**config.mk**
```make
export PLATFORM = sky130hd
export DESIGN_NAME = stack_burst_buffer_flat
export DESIGN_NICKNAME = d
export VERILOG_FILES = /design/src/rtl/stack_burst_buffer_if.sv /design/src/rtl/stack_burst_buffer.sv /design/src/flat_wrapper.sv
export SDC_FILE = /design/constraint.sdc
export NUM_CORES = 1
export LEC_CHECK = 0
export ABC_AREA = 1
export BUFFER_PORTS_ARGS = -buffer_cell sky130_fd_sc_hd__buf_2
export CORE_MARGIN = 8
export CORE_UTILIZATION = 40
export DETAILED_ROUTE_END_ITERATION = 12
export PLACE_DENSITY = 0.58
export SYNTH_ARGS = -nofsm -noshare
export SYNTH_HDL_FRONTEND = slang
export SYNTH_SLANG_ARGS = --single-unit
```
**constraint.sdc**
```tcl
create_clock -name clk -period 2.4 [get_ports clk]
set_clock_uncertainty 0.1 [all_clocks]
set_input_delay 0.12 -clock clk [delete_from_list [all_inputs] [get_ports clk]]
set_output_delay 0.12 -clock clk [all_outputs]
set_load 0.01 [all_outputs]
```
**src/rtl/stack_burst_buffer_if.sv**
```systemverilog
`default_nettype none
// ============================================================================
// Module      : stack_burst_buffer_if
// Description : Bus bundle for stack_burst_buffer. It carries the upstream
//               capture port, the downstream drain port and the status flags.
//               slave  : the buffer side (takes Din/i_valid/mode/busy, drives
//                        Dout/o_valid/last and status)
//               master : the environment side (the same signals in the other
//                        direction)
// Revision    : 1.0 - initial release
// ============================================================================
interface stack_burst_buffer_if #(
    parameter int DATA_W = 8,
    parameter int DEPTH  = 16,
    parameter int ADDR_W = $clog2(DEPTH)
);
    logic              mode;
    logic [DATA_W-1:0] Din;
    logic              i_valid;
    logic              busy;
    logic [DATA_W-1:0] Dout;
    logic              o_valid;
    logic              last;
    logic [ADDR_W:0]   count;
    logic              full;
    logic              empty;
    logic              overflow;

    modport slave (
        input  mode, Din, i_valid, busy,
        output Dout, o_valid, last, count, full, empty, overflow
    );

    modport master (
        output mode, Din, i_valid, busy,
        input  Dout, o_valid, last, count, full, empty, overflow
    );
endinterface
`default_nettype wire

```
**src/rtl/stack_burst_buffer.sv**
```systemverilog
`default_nettype none
// ============================================================================
// Module      : stack_burst_buffer
// Description : Captures a burst of words into a register array, then replays
//               it in reverse (LIFO) or original (FIFO) order, one word per
//               cycle while busy is low.
//               clk   : rising-edge clock
//               reset : synchronous, active-low
//               bus   : stack_burst_buffer_if.slave
//                       in : mode, Din, i_valid, busy
//                       out: Dout, o_valid, last, count, full, empty, overflow
// Revision    : 1.0 - initial release
// ============================================================================
module stack_burst_buffer #(
    parameter int DATA_W = 8,
    parameter int DEPTH  = 16,
    parameter int ADDR_W = $clog2(DEPTH)
) (
    input  wire logic             clk,
    input  wire logic             reset,
    stack_burst_buffer_if.slave   bus
);

    localparam logic [ADDR_W:0] FULL_COUNT = (ADDR_W+1)'(DEPTH);
    localparam logic [ADDR_W:0] ONE_COUNT  = (ADDR_W+1)'(1);

    typedef enum logic [1:0] {
        IDLE  = 2'd0,
        LOAD  = 2'd1,
        DRAIN = 2'd2
    } state_t;

    state_t            state;
    state_t            next_state;

    logic [DATA_W-1:0] mem [DEPTH];
    logic [ADDR_W:0]   count_q;
    logic [ADDR_W-1:0] rd_ptr;
    logic              mode_q;
    logic [DATA_W-1:0] dout_q;
    logic              o_valid_q;
    logic              last_q;
    logic              overflow_q;

    logic              start;
    logic              wr_en;
    logic              drop;
    logic              issue;
    logic              is_full;
    logic              final_word;
    logic [ADDR_W-1:0] wr_idx;
    logic [ADDR_W-1:0] rd_idx;

    assign is_full    = (count_q == FULL_COUNT);
    assign final_word = (count_q == ONE_COUNT);

    // Every burst fills from entry 0, so the write index is simply count.
    assign wr_idx = start ? '0 : ADDR_W'(count_q);
    // LIFO pops the top entry; FIFO walks up from entry 0.
    assign rd_idx = mode_q ? rd_ptr : ADDR_W'(count_q - ONE_COUNT);

    always_ff @(posedge clk) begin
        if (!reset) begin
            state <= IDLE;
        end else begin
            state <= next_state;
        end
    end

    always_comb begin
        next_state = state;
        start      = 1'b0;
        wr_en      = 1'b0;
        drop       = 1'b0;
        issue      = 1'b0;
        case (state)
            IDLE: begin
                if (bus.i_valid) begin
                    start      = 1'b1;
                    wr_en      = 1'b1;
                    next_state = LOAD;
                end
            end
            LOAD: begin
                if (bus.i_valid) begin
                    if (is_full) begin
                        drop = 1'b1;
                    end else begin
                        wr_en = 1'b1;
                    end
                end else if (!bus.busy) begin
                    issue      = 1'b1;
                    next_state = final_word ? IDLE : DRAIN;
                end
            end
            DRAIN: begin
                drop = bus.i_valid;
                if (!bus.busy) begin
                    issue = 1'b1;
                    if (final_word) begin
                        next_state = IDLE;
                    end
                end
            end
            default: begin
                next_state = IDLE;
            end
        endcase
    end

    // Array contents are don't-care after reset, so the storage has no reset.
    always_ff @(posedge clk) begin
        if (reset && wr_en) begin
            mem[wr_idx] <= bus.Din;
        end
    end

    always_ff @(posedge clk) begin
        if (!reset) begin
            count_q    <= '0;
            rd_ptr     <= '0;
            mode_q     <= 1'b0;
            dout_q     <= '0;
            o_valid_q  <= 1'b0;
            last_q     <= 1'b0;
            overflow_q <= 1'b0;
        end else begin
            // Writes and issues never coincide, so one priority chain suffices.
            if (start) begin
                count_q    <= ONE_COUNT;
                mode_q     <= bus.mode;
                rd_ptr     <= '0;
                overflow_q <= 1'b0;
            end else if (wr_en) begin
                count_q <= count_q + ONE_COUNT;
            end else if (issue) begin
                count_q <= count_q - ONE_COUNT;
                rd_ptr  <= final_word ? '0 : rd_ptr + 1'b1;
            end

            if (drop) begin
                overflow_q <= 1'b1;
            end

            dout_q    <= issue ? mem[rd_idx] : '0;
            o_valid_q <= issue;
            last_q    <= issue && final_word;
        end
    end

    assign bus.Dout     = dout_q;
    assign bus.o_valid  = o_valid_q;
    assign bus.last     = last_q;
    assign bus.count    = count_q;
    assign bus.full     = is_full;
    assign bus.empty    = (count_q == '0);
    assign bus.overflow = overflow_q;

endmodule
`default_nettype wire

```
**src/flat_wrapper.sv**
```systemverilog
// flat-port wrapper written by rule: the top's interface ports become plain ports
module stack_burst_buffer_flat 
#(
    parameter int DATA_W = 8,
    parameter int DEPTH  = 16,
    parameter int ADDR_W = $clog2(DEPTH)
)
  (clk, reset, bus_mode, bus_Din, bus_i_valid, bus_busy, bus_Dout, bus_o_valid, bus_last, bus_count, bus_full, bus_empty, bus_overflow);
  stack_burst_buffer_if #(.DATA_W(DATA_W), .DEPTH(DEPTH), .ADDR_W(ADDR_W)) bus_i ();
  input  wire logic clk;
  input  wire logic reset;
  input wire logic [$bits(bus_i.mode)-1:0] bus_mode;
  input wire logic [$bits(bus_i.Din)-1:0] bus_Din;
  input wire logic [$bits(bus_i.i_valid)-1:0] bus_i_valid;
  input wire logic [$bits(bus_i.busy)-1:0] bus_busy;
  output wire logic [$bits(bus_i.Dout)-1:0] bus_Dout;
  output wire logic [$bits(bus_i.o_valid)-1:0] bus_o_valid;
  output wire logic [$bits(bus_i.last)-1:0] bus_last;
  output wire logic [$bits(bus_i.count)-1:0] bus_count;
  output wire logic [$bits(bus_i.full)-1:0] bus_full;
  output wire logic [$bits(bus_i.empty)-1:0] bus_empty;
  output wire logic [$bits(bus_i.overflow)-1:0] bus_overflow;
  assign bus_i.mode = bus_mode;
  assign bus_i.Din = bus_Din;
  assign bus_i.i_valid = bus_i_valid;
  assign bus_i.busy = bus_busy;
  assign bus_Dout = bus_i.Dout;
  assign bus_o_valid = bus_i.o_valid;
  assign bus_last = bus_i.last;
  assign bus_count = bus_i.count;
  assign bus_full = bus_i.full;
  assign bus_empty = bus_i.empty;
  assign bus_overflow = bus_i.overflow;
  stack_burst_buffer #(.DATA_W(DATA_W), .DEPTH(DEPTH), .ADDR_W(ADDR_W)) u_core (.clk(clk), .reset(reset), .bus(bus_i));
endmodule
```
==> out/metrics.cfg <==
[status]
run_status=finished, final reports clean

[synthesis]
ys_types=30
synth-adder-area-share=0.0145
yosys_register_bits=151
syn_avg_cell_area_sq_um=9.65
ys_seq_area_frac=0.623
synth_mux_area_frac=0
syn_inst=716
yosys_warnings=0
syn_area_sq_mm=0.00691
yosys.area_share.simple=0.227
synth_top_family_by_area=simple AND/OR/NAND/NOR gates
synth-compound-area-share=0.0270
synthXorXnorAreaFrac=0.00380
synth_fp_nets=737

[grt]
grtUsageTotal=0.168
gr-total-overflow=0
grt_pass1_wl_um=27500
grt_pass1_vias=5070
antenna_found_initial=0
grt_max_degree=57

[power]
ir_drop_mv=0.594
leakage_nw=3.57
p_per_area_mw_per_mm2=1180
power_w=0.00954

[worst_setup_path]
critical_path.endpoint=u_core.mem[0][3]
startpoint=u_core.bus.count[1]
crit-reg2reg-capture=u_core.mem[0][3]
reg2reg_depth=10
worstPathArrival_ns=2.32
worstPathRequired_ns=2.43
r2r_start=u_core.bus.count[1]
r2r_setup_slack_ns=0.10
start_kind=flop
crit_type=flop to flop
cp-end-kind=flop
crit_fanout=8

[placed_design]
hpwl_um=12500
io_buffer_count=30
place.gp.congestion=0.928
post_dp_cell_area_sq_mm=0.00748

[clock_tree]
path_clk_slew_ns=0.06
root_buffer=clkbuf_16
post_cts_resized=0
clkLatencyLatePin_ns=0.42
cts_buffer_depth=2
clkSinkCount=151
cts_tree=done
cts_htree_levels=4
cts_buffers=17

[floorplanning]
io_pins=31
die_height_um=147
core_area_sq_mm=0.0171
dieArea_sq_mm=0.0217
die_w_um=147
initial_core_util=0.404
placement_rows=48

[sta]
slew_headroom=0.690
setup_tns_ns=0
drv_slew=0
rsz0062_at_grt=yes
tightest_slew_ns=0.466
fmax_mhz=435
period_minus_slack_ns=2.30
hold_viol_final=0
period_share=0.957
hold_ws_ns=0.0676
setup_viol=0

[cells_and_area]
area_growth_syn_to_layout_pct=17.4
fin_area_sq_mm=0.00811
drive_gt1_frac=0.139
n_antenna_cell=0
final_nets=801
fin_util=0.474

[drt]
dr.pass1.iters=5
drt_first_iter_violations=392
drc_errors=0
wl_per_cell_um=17.6
viasPerCell=4.98
drtAntennaViolNets=0
vias=5066
totalWireLength_um=18000

[hold_path]
hp-class=input pin to flop

[flow_run]
maxCapViolations=0

==> metrics by stage <==
step | std cells | worst slack, ns
finish | 1018 | 0.103
detailed placement | 982 | 0.128
global placement | 982 | 0.188
global route | 1018 | -0.0463
CTS | 1018 | 0.118
floorplan | 716 | -0.115
==> power breakdown <==
group / total [W] / internal [W] / leakage [nW] / switching [W]
clock: 0.00261 / 0.00164 / 0.294 / 0.000976
combinational: 0.00387 / 0.00125 / 1.93 / 0.00262
sequential: 0.00306 / 0.00299 / 1.34 / 0.0000688
total: 0.00954 / 0.00588 / 3.57 / 0.00366
==> what timing repair did <==
action,CTS,global route
setup endpoints to repair,0,24
endpoints found under the hold margin,6,0
setup buffers,0,0
hold buffers,4,0
==> registers in the layout (all words and copies together), names as in the netlist <==
register	cells
u_core.mode_q	1
u_core.bus.overflow	1
u_core.rd_ptr	4
u_core.bus.Dout	8
u_core.bus.last	1
u_core.mem	128
u_core.bus.count	5
u_core.state	2
u_core.bus.o_valid	1
==> logic make-up (layout without fill, tap and decap cells) <==
logic type / Yosys count / count (layout)
xor+xnor: 3 / 3
fa+ha+maj: 8 / 8
simple gates: 344 / 344
compound gates: 34 / 34
flops: 151 / 151
buf+inv: 176 / 253
==> per-layer routing <==
metal,part of all wire,GRT usage
met1,0.42,0.199
met2,0.51,0.294
met3,0.057,0.0358
met4,0.017,0.0617
met5,0,0
==> area by class of cell <==
class	count	area [sq um]
Sequential cell	151	4300
Clock inverter	6	60.1
Clock buffer	26	533
Multi-Input combinational cell	389	1880
Fill cell	1612	9010
Inverter	151	567
Timing Repair Buffer	70	485
Tap cell	225	282
==> synth_stat cells (all sizes together) <==
library cell	instances	area, sq um
nand3	161	811
inv	150	563
nand2	145	567
edfxtp	128	3840
nor2	24	97.6
dfxtp	23	460
buf	19	135
a21oi	18	90.1
o21ai	12	67.6
ha	8	100
nand3b	8	60.1
clkbuf	6	22.5
nor3	5	25.0
xor2	2	17.5
a21o	1	7.51
clkinv	1	3.75
nor4	1	6.26
o211ai	1	7.51
o21bai	1	7.51
o22ai	1	6.26
xnor2	1	8.76
==> cell usage in the layout (no fill, tap or decap), types with 4 or more instances in the layout <==
cell type,instances
nor3_1,5
o21ai_0,8
buf_2,30
nand3b_1,8
inv_1,144
edfxtp_1,128
dfxtp_1,23
ha_1,8
nor2_1,23
clkbuf_16,20
nand2_1,138
clkbuf_1,5
inv_2,6
dlygate4sd3_1,4
nand2_2,6
nand3_1,160
buf_4,34
a21oi_1,18
==> how the worst min path moves through the flow <==
stage               startpoint          endpoint  slack [ns]  cells past startpoint
detailed placement       reset     u_core.mode_q        0.32                      3
CTS                 bus_Din[6]  u_core.mem[3][6]        0.06                      1
global placement         reset     u_core.mode_q        0.31                      3
floorplan           bus_Din[0]  u_core.mem[0][0]        0.12                      0
global route        bus_Din[1]  u_core.mem[8][1]        0.06                      1
finish              bus_Din[0]  u_core.mem[8][0]        0.07                      1
==> worst max-delay path, cell delays in order, from the launching register on <==
cell     delay, ns
dfxtp_1       0.42
inv_1         0.14
ha_1          0.24
nand3_2       0.10
nand2_2       0.07
nand2_2       0.07
inv_2         0.04
nor2_1        0.18
nand2_1       0.26
o22ai_1       0.19
buf_4         0.19
Power figures use the tool's default switching activity.
